[src/rtl/conv_acc_multilane_if.sv]
// Handshake and data bundle for the multi-lane windowed accumulator.
// The master drives the beats and accepts results; the slave is the accumulator.
interface conv_acc_multilane_if #(
  parameter int LANES     = 4,
  parameter int IN_WIDTH  = 16,
  parameter int ACC_WIDTH = 20,
  parameter int CNT_WIDTH = 5
);
  logic                         in_valid;
  logic                         in_ready;
  logic [LANES*IN_WIDTH-1:0]    in_data;
  logic [CNT_WIDTH-1:0]         cfg_len;
  logic                         flush;
  logic                         out_valid;
  logic                         out_ready;
  logic [LANES*ACC_WIDTH-1:0]   out_data;
  logic [LANES-1:0]             out_sat;
  logic                         busy;

  modport master (
    output in_valid, in_data, cfg_len, flush, out_ready,
    input  in_ready, out_valid, out_data, out_sat, busy
  );

  modport slave (
    input  in_valid, in_data, cfg_len, flush, out_ready,
    output in_ready, out_valid, out_data, out_sat, busy
  );
endinterface

[src/rtl/conv_acc_multilane.sv]
// Multi-lane windowed accumulator: sums cfg_len signed terms per lane per window,
// with per-step saturation or wrap and a valid/ready result port.
module conv_acc_multilane #(
  parameter int LANES     = 4,
  parameter int IN_WIDTH  = 16,
  parameter int ACC_WIDTH = 20,
  parameter int CNT_WIDTH = 5,
  parameter int SATURATE  = 1
) (
  input logic                 clk,
  input logic                 rst,
  conv_acc_multilane_if.slave bus
);
  typedef enum logic [1:0] {IDLE = 2'd0, ACC = 2'd1, OUT = 2'd2} state_t;

  localparam logic [ACC_WIDTH-1:0] ACC_MAX = {1'b0, {(ACC_WIDTH-1){1'b1}}};
  localparam logic [ACC_WIDTH-1:0] ACC_MIN = {1'b1, {(ACC_WIDTH-1){1'b0}}};

  state_t                          state;
  logic [LANES-1:0][ACC_WIDTH-1:0] acc;
  logic [LANES-1:0]                sat;
  logic [CNT_WIDTH-1:0]            cnt;
  logic [CNT_WIDTH-1:0]            len_r;
  logic [CNT_WIDTH-1:0]            len_first;
  logic [LANES-1:0][ACC_WIDTH-1:0] acc_first;
  logic [LANES-1:0][ACC_WIDTH-1:0] acc_step;
  logic [LANES-1:0]                ovf_step;
  logic [ACC_WIDTH:0]              first_ext;
  logic [ACC_WIDTH:0]              step_ext;
  logic                            beat;
  logic                            start;
  logic                            last_beat;

  function automatic logic [ACC_WIDTH:0] add_ext(input logic [ACC_WIDTH-1:0] a,
                                                 input logic [IN_WIDTH-1:0]  x);
    return {a[ACC_WIDTH-1], a} + {{(ACC_WIDTH+1-IN_WIDTH){x[IN_WIDTH-1]}}, x};
  endfunction

  // Returns {overflow, next accumulator value}; overflow shows as a sign-bit split.
  function automatic logic [ACC_WIDTH:0] step_lane(input logic [ACC_WIDTH-1:0] a,
                                                   input logic [IN_WIDTH-1:0]  x);
    logic [ACC_WIDTH:0] s;
    s = add_ext(a, x);
    if (s[ACC_WIDTH] != s[ACC_WIDTH-1]) begin
      if (SATURATE != 32'sd0) return {1'b1, (s[ACC_WIDTH] ? ACC_MIN : ACC_MAX)};
      else                    return {1'b1, s[ACC_WIDTH-1:0]};
    end else begin
      return {1'b0, s[ACC_WIDTH-1:0]};
    end
  endfunction

  assign bus.in_ready  = !bus.flush && ((state != OUT) || bus.out_ready);
  assign beat          = bus.in_valid && bus.in_ready;
  assign start         = beat && ((state == IDLE) || (state == OUT));
  assign last_beat     = (cnt + CNT_WIDTH'(1'b1)) == len_r;
  assign len_first     = (bus.cfg_len == '0) ? CNT_WIDTH'(1'b1) : bus.cfg_len;
  assign bus.out_valid = (state == OUT);
  assign bus.out_data  = acc;
  assign bus.out_sat   = sat;
  assign bus.busy      = (state != IDLE);

  // Per-lane first-beat load value and accumulate step with overflow flag.
  always_comb begin
    acc_first = '0;
    acc_step  = '0;
    ovf_step  = '0;
    first_ext = '0;
    step_ext  = '0;
    for (int k = 0; k < LANES; k++) begin
      first_ext    = add_ext({ACC_WIDTH{1'b0}}, bus.in_data[k*IN_WIDTH +: IN_WIDTH]);
      step_ext     = step_lane(acc[k], bus.in_data[k*IN_WIDTH +: IN_WIDTH]);
      acc_first[k] = first_ext[ACC_WIDTH-1:0];
      acc_step[k]  = step_ext[ACC_WIDTH-1:0];
      ovf_step[k]  = step_ext[ACC_WIDTH];
    end
  end

  // Window FSM and accumulator state; flush outranks everything but reset.
  always_ff @(posedge clk or posedge rst) begin
    if (rst) begin
      state <= IDLE;
      acc   <= '0;
      sat   <= '0;
      cnt   <= '0;
      len_r <= '0;
    end else if (bus.flush) begin
      state <= IDLE;
      acc   <= '0;
      sat   <= '0;
      cnt   <= '0;
    end else if (start) begin
      len_r <= len_first;
      acc   <= acc_first;
      sat   <= '0;
      cnt   <= CNT_WIDTH'(1'b1);
      state <= (len_first == CNT_WIDTH'(1'b1)) ? OUT : ACC;
    end else begin
      case (state)
        ACC: begin
          if (beat) begin
            acc <= acc_step;
            sat <= sat | ovf_step;
            cnt <= cnt + CNT_WIDTH'(1'b1);
            if (last_beat) state <= OUT;
          end
        end
        OUT: begin
          if (bus.out_ready) state <= IDLE;
        end
        IDLE:    state <= IDLE;
        default: state <= IDLE;
      endcase
    end
  end
endmodule

[src/flat_wrapper.sv]
// flat-port wrapper written by rule: the top's interface ports become plain ports
module conv_acc_multilane_flat 
#(
  parameter int LANES     = 4,
  parameter int IN_WIDTH  = 16,
  parameter int ACC_WIDTH = 20,
  parameter int CNT_WIDTH = 5,
  parameter int SATURATE  = 1
)
  (clk, rst, bus_in_valid, bus_in_data, bus_cfg_len, bus_flush, bus_out_ready, bus_in_ready, bus_out_valid, bus_out_data, bus_out_sat, bus_busy);
  conv_acc_multilane_if #(.LANES(LANES), .IN_WIDTH(IN_WIDTH), .ACC_WIDTH(ACC_WIDTH), .CNT_WIDTH(CNT_WIDTH)) bus_i ();
  input logic clk;
  input logic rst;
  input wire logic [$bits(bus_i.in_valid)-1:0] bus_in_valid;
  input wire logic [$bits(bus_i.in_data)-1:0] bus_in_data;
  input wire logic [$bits(bus_i.cfg_len)-1:0] bus_cfg_len;
  input wire logic [$bits(bus_i.flush)-1:0] bus_flush;
  input wire logic [$bits(bus_i.out_ready)-1:0] bus_out_ready;
  output wire logic [$bits(bus_i.in_ready)-1:0] bus_in_ready;
  output wire logic [$bits(bus_i.out_valid)-1:0] bus_out_valid;
  output wire logic [$bits(bus_i.out_data)-1:0] bus_out_data;
  output wire logic [$bits(bus_i.out_sat)-1:0] bus_out_sat;
  output wire logic [$bits(bus_i.busy)-1:0] bus_busy;
  assign bus_i.in_valid = bus_in_valid;
  assign bus_i.in_data = bus_in_data;
  assign bus_i.cfg_len = bus_cfg_len;
  assign bus_i.flush = bus_flush;
  assign bus_i.out_ready = bus_out_ready;
  assign bus_in_ready = bus_i.in_ready;
  assign bus_out_valid = bus_i.out_valid;
  assign bus_out_data = bus_i.out_data;
  assign bus_out_sat = bus_i.out_sat;
  assign bus_busy = bus_i.busy;
  conv_acc_multilane #(.LANES(LANES), .IN_WIDTH(IN_WIDTH), .ACC_WIDTH(ACC_WIDTH), .CNT_WIDTH(CNT_WIDTH), .SATURATE(SATURATE)) u_core (.clk(clk), .rst(rst), .bus(bus_i));
endmodule
[config.mk]
export PLATFORM = sky130hd
export DESIGN_NAME = conv_acc_multilane_flat
export DESIGN_NICKNAME = d
export VERILOG_FILES = /design/src/rtl/conv_acc_multilane_if.sv /design/src/rtl/conv_acc_multilane.sv /design/src/flat_wrapper.sv
export SDC_FILE = /design/constraint.sdc
export NUM_CORES = 1
export LEC_CHECK = 0
export CORE_MARGIN = 2
export CORE_UTILIZATION = 54
export DETAILED_ROUTE_END_ITERATION = 7
export PLACE_DENSITY = 0.82
export SYNTH_ARGS = -nofsm -noshare
export SYNTH_HDL_FRONTEND = slang
export SYNTH_SLANG_ARGS = --single-unit
[constraint.sdc]
create_clock -name clk -period 4.08 [get_ports clk]
set_clock_uncertainty 0.15 [all_clocks]
set_input_delay 1.224 -clock clk [delete_from_list [all_inputs] [get_ports clk]]
set_output_delay 1.224 -clock clk [all_outputs]
set_load 0.01 [all_outputs]
After elaboration in Yosys (flattened, before gate mapping)

Index checks and enable logic that the tools add are counted.
Widths: inputs -> output; s select.

Memory bits (read-only): 0
Memories: 0
RAM bits: 0
Latch bits: 0
Output and inout port bits: 87
Input bits: 74
Word-level logic and storage cells: 69
Register bits after elaboration: 96

Div/mod/pow operators: 0
$lt $le $gt $ge: 0
Shifts and indexed selects: 0
Add/sub/neg operators: 5
Reduce and logical (&&, ||, !) cells: 14
Eq/ne operators: 12
Bitwise gates (word level): 2
Multiply operators: 0
Muxes and demuxes: 28

Operator list:

| operator            | number |
|---|---|
| $mux 80             | 4 |
| $add 20x16->21      | 4 |
| $mux 21             | 4 |
| $mux 20             | 4 |
| $mux 5              | 5 |
| $mux 4              | 4 |
| $mux 2              | 6 |
| $ne 4x2->1 const B  | 2 |
| $reduce_bool 3->1   | 2 |
| $add 5x1->5 const B | 1 |
| $eq 5x1->1 const B  | 1 |
| $eq 5x5->1          | 1 |
| $logic_not 5->1     | 1 |
| $ne 1x1->1          | 4 |
| $ne 4x3->1 const B  | 1 |
| $or 4x4->4          | 1 |
| $pmux 2 s2          | 1 |
| $reduce_and 2->1    | 2 |
| $logic_and 1x1->1   | 3 |
| $reduce_and 3->1    | 1 |
| $eq 2x1->1 const B  | 1 |
| $eq 2x2->1 const B  | 1 |
| $logic_not 2->1     | 1 |
| $logic_or 1x1->1    | 2 |
| 4 further kinds     | 4 |

Depth between registers and ports, before layout

Gate-level depths: netlist of run 1.

Depth in word-level cells: 8
Gate-level depth with buffers: 12
Mapped depth without buffers: 11

Least setup slack after synthesis of run 1

Ideal clock, no wire load.

Kind: in2reg
From: input port bus_in_data[48]
To: register u_core.acc, in the netlist u_core.bus.out_data[60]
Library setup time: 126 ps
Data arrival time: 3398 ps
Cell stages on the path: 11
Path buffers: 1
Slack: 406 ps
Cells stage by stage: ha_1 fa_1 a21oi_1 o21ai_1 a31oi_1 o21ai_0 o221ai_2 nor2_4 a21oi_1 buf_2 a21oi_1

Word-level cells in the longest chain between the ends: 7
Elaborated cells between the ends (all ways): 8
Classes of those cells: 1 x add/sub; 1 x eq/ne; 6 x mux

Ends and longest elaborated chain:

| what                                  | RTL line                                           | source |
|---|---|---|
| start, declared                       | flat_wrapper.sv:15                                 | `input wire logic [$bits(bus_i.in_data)-1:0] bus_in_data;` |
| $add 20x16->21                        | conv_acc_multilane.sv:36                           | `return {a[ACC_WIDTH-1], a} + {{(ACC_WIDTH+1-IN_WIDTH){x[IN_WIDTH-1]}}, x};` |
| $mux 20 or $ne 1x1->1 (tied branches) | conv_acc_multilane.sv:45, conv_acc_multilane.sv:44 |  |
| $mux 21                               | conv_acc_multilane.sv:44                           | `if (s[ACC_WIDTH] != s[ACC_WIDTH-1]) begin` |
| $mux 80                               | conv_acc_multilane.sv:100                          | `if (beat) begin` |
| $mux 80                               | conv_acc_multilane.sv:98                           | `case (state)` |
| $mux 80 *                             | conv_acc_multilane.sv:91                           | `end else if (start) begin` |
| $mux 80 *                             | conv_acc_multilane.sv:86                           | `end else if (bus.flush) begin` |
| end signal, assigned                  | conv_acc_multilane.sv:93                           | `acc <= acc_first;` |
| end signal, assigned                  | conv_acc_multilane.sv:101                          | `acc <= acc_step;` |
| end, declared                         | conv_acc_multilane.sv:20                           | `logic [LANES-1:0][ACC_WIDTH-1:0] acc;` |

Mark *: on every way between the ends. The rest lies on a longest branch, timed or not. The select of a mux whose other input is x is not followed.
A chain may end at the register's enable or synchronous reset.

Final worst setup path of run 1

From: input port bus_out_ready
To: output port bus_in_ready

Word-level cells in the longest chain between the ends: 2

Ends and longest elaborated chain:

| what              | RTL line                 | source |
|---|---|---|
| start, declared   | flat_wrapper.sv:18       | `input wire logic [$bits(bus_i.out_ready)-1:0] bus_out_ready;` |
| $logic_or 1x1->1  | conv_acc_multilane.sv:52 | `assign bus.in_ready = !bus.flush && ((state != OUT) \|\| bus.out_ready);` |
| $logic_and 1x1->1 | conv_acc_multilane.sv:52 |  |
| end, declared     | flat_wrapper.sv:19       | `output wire logic [$bits(bus_i.in_ready)-1:0] bus_in_ready;` |

Every way passes these cells.

==> impl_metrics.toml, run 1 <==
[outcome]
status = "completed"

[critical_path]
worst_ep_arrival_time_ns = 2.67
reg2reg_from = "u_core.bus.out_data[20]"
path_max_fanout = 2
crit_type = "in2out"
critPathCaptureType = "primary output"
worstPathRequired_ns = 2.71
startpoint = "bus_out_ready"
start_kind = "input port"

[floorplan]
io_pins = 161
fp-row-count = 47
die_y_um = 133
initial_core_util = 0.546
die_area_um2 = 17600
fp.dieW_um = 133
coreArea_um2 = 16300

[hold_path]
min_from = "u_core.len_r[1]"
holdCritPathClass = "reg2reg"

[placed_design]
dp_hpwl_mm = 22.0
dpl_cell_area_um2 = 12000
place_congestion = 0.957
portBuffers = 160
placed_cells = 1620

[synth]
syn_inst = 1115
synth_area_um2 = 8930
synth_edf_count = 0
netlist_top_cells_count = "121 x nand2_1, 112 x a21oi_1, 103 x nor2_1, 96 x dfrtp_1, 87 x o21ai_0"
yosysTopAreaCell = "dfrtp_1"
synth.distinct_cells = 83
ys_warn_count = 0
syn_nets = 1274
async_flop_share = 1.00
yosysMostFrequentCell = "nand2_1"
ys_ff_latch = 96
synth_seq_area_share = 0.269
synthFlopType = "dfrtp_1"
synth_top_area_share = 0.269
syn-mean-instance-area_um2 = 8.01
netlist_top_cells_area = "dfrtp_1 27%, ha_1 11%, a21oi_1 6.3%, nand2_1 5.1%, o21ai_0 4.9%"

[layout]
final_layout_size_suffix_gt1_frac = 0.159
num-fill-cells = 1261
fin_cells = 1638
syn_to_final_growth_pct = 38.4
nNetsFinal = 1572
finish.instance_area_um2 = 12400
diodes = 0

[clock_tree]
root_buffer = "clkbuf_16"
numCtsBuffers = 9
clkSlewWorstSetupHoldPaths_ns = 0.08
cts_tree = "built"
clk_path_buf_depth = 2
cts_htree_levels = 3
clkSinkCount = 96
holdBufCountCts = 0
clock_latency_ns = 0.36

[global_routing]
grtUsageTotal = 0.329
grt_pass1_wl_mm = 47.6
grt_max_degree = 71
grt_pass1_vias = 9840
globalRoute.totalOverflow = 0
antenna_found_initial = 0

[job]
cap_viol_max_count = 0

[timing]
setup_viol = 0
max_slew_margin = 0.571
final_hold_viol_count = 0
fin_crit_sh = 0.992
fmax_mhz = 247
maxSlewViolCount = 0
fin_crit_ns = 4.05
tightest_slew_ns = 0.637
rsz0062_at_grt = "yes"

[drt]
drtPass1Iterations = 8
num_vias = 10100
ant_nets = 0
drtIter0Drc = 822
wl_per_cell_um = 17.9
vias_per_cell = 6.16
drc = 0
finalWirelength_mm = 29.4

[power_and_ir_drop]
power.density_nw_per_um2 = 652
p_leak_nw = 5.54
totalPowerFinal_mw = 8.06
irDropWorstVdd_v = 0.000446
-- cells by family (layout without fill, tap and decap cells) --
family                     Yosys count  in the layout  share of synthesized area
AOI/OAI and AO/OA                  411            411                      0.304
and+or+nand+nor                    371            371                      0.196
DFF                                 96             96                      0.269
adders and majority gates           87             87                      0.125
buffers and inverters               81            384                     0.0370
xor gates and xnor gates            66             66                     0.0656
muxes                                3              3                    0.00350
-- cell type report --
type	instances	area, um2	area share
Clock inverter	7	86.3	0.00699
Inverter	36	138	0.0111
Multi-Input combinational cell	938	6270	0.508
Timing Repair Buffer	332	2960	0.239
Sequential cell	96	2400	0.194
Tap cell	220	275	0.0223
Clock buffer	9	225	0.0182
-- metrics by stage --
| step | hold slack (ns) | utilization | setup TNS [ns] | setup WS (ns) |
|---|---|---|---|---|
| after global placement | 0.314 | 0.732 | -8.00 | -0.236 |
| after floorplan | 0.316 | - | 0 | 0.201 |
| after CTS | 0.361 | 0.751 | 0 | 0.0170 |
| final | 0.358 | 0.756 | 0 | 0.0325 |
| after detailed placement | 0.341 | 0.732 | -12.67 | -0.371 |
| after global routing | 0.380 | 0.756 | -0.0213 | -0.0161 |
-- routing by layer --
metal  GRT usage  vias to the layer above  part of all wire
met5           0                        -                 0
met4       0.135                        0             0.028
met3      0.0379                       79             0.073
met2       0.562                      463              0.49
met1       0.424                     4806              0.41
li1            -                     4735                 -
-- power breakdown --
group          switching (mW)  internal [mW]
clock                   0.439          0.490
sequential              0.318           1.26
combinational            2.80           2.75
total                    3.56           4.50
-- repair_timing --
action,in CTS,in global routing
setup endpoints to repair,1,52
gates resized for setup,1,15
pin swaps,0,9
buffers inserted,0,2
-- critical path: stages --
cell and delay, ns:
clkdlybuf4s50_1 0.47, or3b_2 0.47, and2_1 0.21, dlygate4sd2_1 0.29
-- cells in the final DEF (no fill, tap or decap), types with 4 or more instances in the layout --
master and n:
a211o_1 10, a211oi_1 10, a21boi_0 4, a21o_1 16
a21oi_1 108, a21oi_2 5, a221oi_1 5, a22o_1 5
a22oi_1 40, a31oi_1 16, and2_0 7, and2_1 12
and3_1 10, buf_12 5, buf_4 166, clkbuf_16 9
clkdlybuf4s50_1 159, dfrtp_1 96, ha_1 80, inv_1 35
nand2_1 121, nand2b_1 12, nand3_1 30, nand4_1 10
nor2_1 102, nor2b_1 7, nor3_1 22, nor3b_1 5
o211ai_1 19, o21a_1 11, o21ai_0 85, o21ai_1 13
o21bai_1 7, o221ai_1 7, o31ai_1 5, o41ai_1 4
or3_1 10, xnor2_1 34, xor2_1 30
-- path summary, 6_finish.rpt --
| check | end | slack, ns | cells past startpoint |
|---|---|---|---|
| setup / recovery | bus_in_ready | 0.03 | 4 |
| hold / removal | u_core.len_r[1] | 0.36 | 2 |
| setup reg to reg | u_core.bus.out_data[20] | 1.04 | 12 |
| hold reg to reg | u_core.len_r[1] | 0.36 | 2 |
| max in group asynchronous | u_core.bus.out_data[9] | 1.98 | 3 |
| min in group asynchronous | u_core.bus.out_data[27] | 1.09 | 2 |
-- state kept, by name, indices dropped and copies added (netlist names) --
name and cells:
u_core.bus.out_sat 4, u_core.len_r 5, u_core.cnt 5, u_core.state 2, u_core.bus.out_data 80
Power figures use the tool's default switching activity.
==> inputs of run 2 (changes only) <==
--- a/config.mk
+++ b/config.mk
@@ -5,9 +5,11 @@
 export SDC_FILE = /design/constraint.sdc
 export NUM_CORES = 1
 export LEC_CHECK = 0
+export ABC_AREA = 0
 export CORE_MARGIN = 2
 export CORE_UTILIZATION = 54
 export DETAILED_ROUTE_END_ITERATION = 7
+export HOLD_SLACK_MARGIN = 0.12
 export PLACE_DENSITY = 0.82
 export SYNTH_ARGS = -nofsm -noshare
 export SYNTH_HDL_FRONTEND = slang
==> results of run 2 <==
Same layout as run 1: the final DEF is identical, and so are final timing and power.
==> inputs of run 3 (changes only) <==
==> constraint.sdc (replaced) <==
create_clock -name clk -period 4.08 [get_ports clk]
set_clock_uncertainty 0.15 [all_clocks]
set_input_delay 0.612 -clock clk [delete_from_list [all_inputs] [get_ports clk]]
set_output_delay 0.612 -clock clk [all_outputs]
set_load 0.01 [all_outputs]
==> impl_metrics.toml, run 3 (same netlist as run 1, synthesis figures left out) <==
[critical_path]
ff2ff_path_depth = 10
worstPathRequired_ns = 4.20
crit_type = "in2reg"
critPathCaptureType = "flip-flop"
path_max_fanout = 6
start_kind = "input port"
startpoint = "bus_in_data[16]"
reg2reg_slack_ns = 0.70
worst_ep_arrival_time_ns = 3.82
reg2reg_from = "u_core.bus.out_data[60]"
r2r-end = "u_core.bus.out_data[66]"

[power_and_ir_drop]
switchingPower_mw = 3.26
p_leak_nw = 4.84
switching_share = 0.449
power.density_nw_per_um2 = 649
irDropWorstVdd_v = 0.000394
pwr-share-clk = 0.131
p_int_mw = 4.01
totalPowerFinal_mw = 7.27
power_frac_seq = 0.217
p_comb_frac = 0.652

[clock_tree]
root_buffer = "clkbuf_16"
clk_path_buf_depth = 2
clkSinkCount = 96
holdBufCountCts = 0
numCtsBuffers = 9
cts_setup_buffers = 0
clkSlewWorstSetupHoldPaths_ns = 0.07
cts_resized = 0
clock_latency_ns = 0.35
cts_htree_levels = 3
cts_tree = "built"

[drt]
drtPass1Iterations = 5
wl_per_cell_um = 17.9
vias_per_cell = 6.18
drc = 0
ant_nets = 0
drtIter0Drc = 714
num_vias = 9253
finalWirelength_mm = 26.9

[global_routing]
grtUsageTotal = 0.306
antenna_found_initial = 0
grt_pass1_vias = 8947
globalRoute.totalOverflow = 0
grt_max_degree = 53
grt_pass1_wl_mm = 44.4

[floorplan]
fp-row-count = 47
io_pins = 161
die_y_um = 133
coreArea_um2 = 16300
initial_core_util = 0.546
die_area_um2 = 17600
fp.dieW_um = 133

[layout]
diodes = 0
final_cell_mix = "160 x clkdlybuf4s50_1, 121 x nand2_1, 112 x a21oi_1"
finish.instance_area_um2 = 11200
fin_cells = 1498
final_layout_size_suffix_gt1_frac = 0.0579
utilization = 0.686
final_common_cell = "clkdlybuf4s50_1"
largest_reg_flops = 80
nNetsFinal = 1433
syn_to_final_growth_pct = 25.5

[timing]
setup_viol = 0
finalSetupTns_ns = 0
rsz0062_at_grt = "no"
fin_crit_ns = 3.70
max_slew_margin = 0.435
final_hold_viol_count = 0
tightest_slew_ns = 0.846
holdWs_ns = 0.350
fmax_mhz = 270
maxSlewViolCount = 0
layout_setup_ws_ns = 0.376
fin_crit_sh = 0.908

[placed_design]
dp_hpwl_mm = 20.3
portBuffers = 160
dpl_cell_area_um2 = 10900
placed_cells = 1483
pre_cts_ws_ns = 0.0181
place_congestion = 0.977

[hold_path]
holdPathStages = 2
min_from = "u_core.bus.out_sat[0]"
holdCritPathClass = "reg2reg"
worstHoldEndpoint = "u_core.bus.out_sat[0]"

[outcome]
status = "completed"

[job]
cap_viol_max_count = 0
-- run 3: cell types whose count changed in the layout (fill, tap and decap cells not counted), moves of 2 or more --
cell and delta:
buf_4 -134, a21oi_1 +4, a21oi_2 -4, buf_12 -4, clkbuf_8 +2, clkinv_4 -2, inv_8 -2, o21ai_0 +2
o21ai_1 -2
-- run 3: power groups by stage --
stage               combinational (mW)  clock, mW  sequential (mW)
floorplan                         3.04          0             1.64
global placement                  4.58          0             1.58
detailed placement                4.65          0             1.58
CTS                               4.68      0.956             1.57
global route                      5.21      0.996             1.62
finish                            4.74      0.954             1.58
-- run 3: worst max path at each step --
| stage | depth (start not counted) | slack [ns] | to |
|---|---|---|---|
| floorplan | 1 | 0.81 | u_core.bus.out_data[0] |
| global placement | 13 | 0.13 | u_core.bus.out_data[22] |
| detailed placement | 13 | 0.02 | u_core.bus.out_data[22] |
| CTS | 13 | 0.39 | u_core.bus.out_data[22] |
| global route | 13 | 0.17 | u_core.bus.out_data[22] |
| finish | 13 | 0.38 | u_core.bus.out_data[22] |
-- run 3: routing by layer --
metal | routed length [um] | track usage | up-vias
met3 | 1720 | 0.0375 | 51
met2 | 12600 | 0.507 | 340
li1 | - | - | 4454
met5 | 0 | 0 | -
met1 | 11900 | 0.417 | 4408
met4 | 638 | 0.0986 | 0
-- run 3: area by class of cell --
| cell class | instances | area [um2] |
|---|---|---|
| clock buffers | 12 | 256 |
| clock inverters | 3 | 65.1 |
| fillers | 1425 | 5140 |
| inverters | 36 | 138 |
| multi-input cells | 938 | 6210 |
| flip-flops and latches | 96 | 2400 |
| well taps | 220 | 275 |
| repair buffers | 193 | 1860 |
-- run 3: worst max-delay path, stage by stage --
cell and delay (ns):
clkdlybuf4s50_1 0.53, ha_1 0.22, inv_1 0.07, fa_1 0.39, nor2b_1 0.23, o31a_1 0.23
o21a_1 0.19, and4_4 0.28, o21ai_4 0.09, a21oi_1 0.50, buf_4 0.23, nor3_1 0.05
o211ai_1 0.19
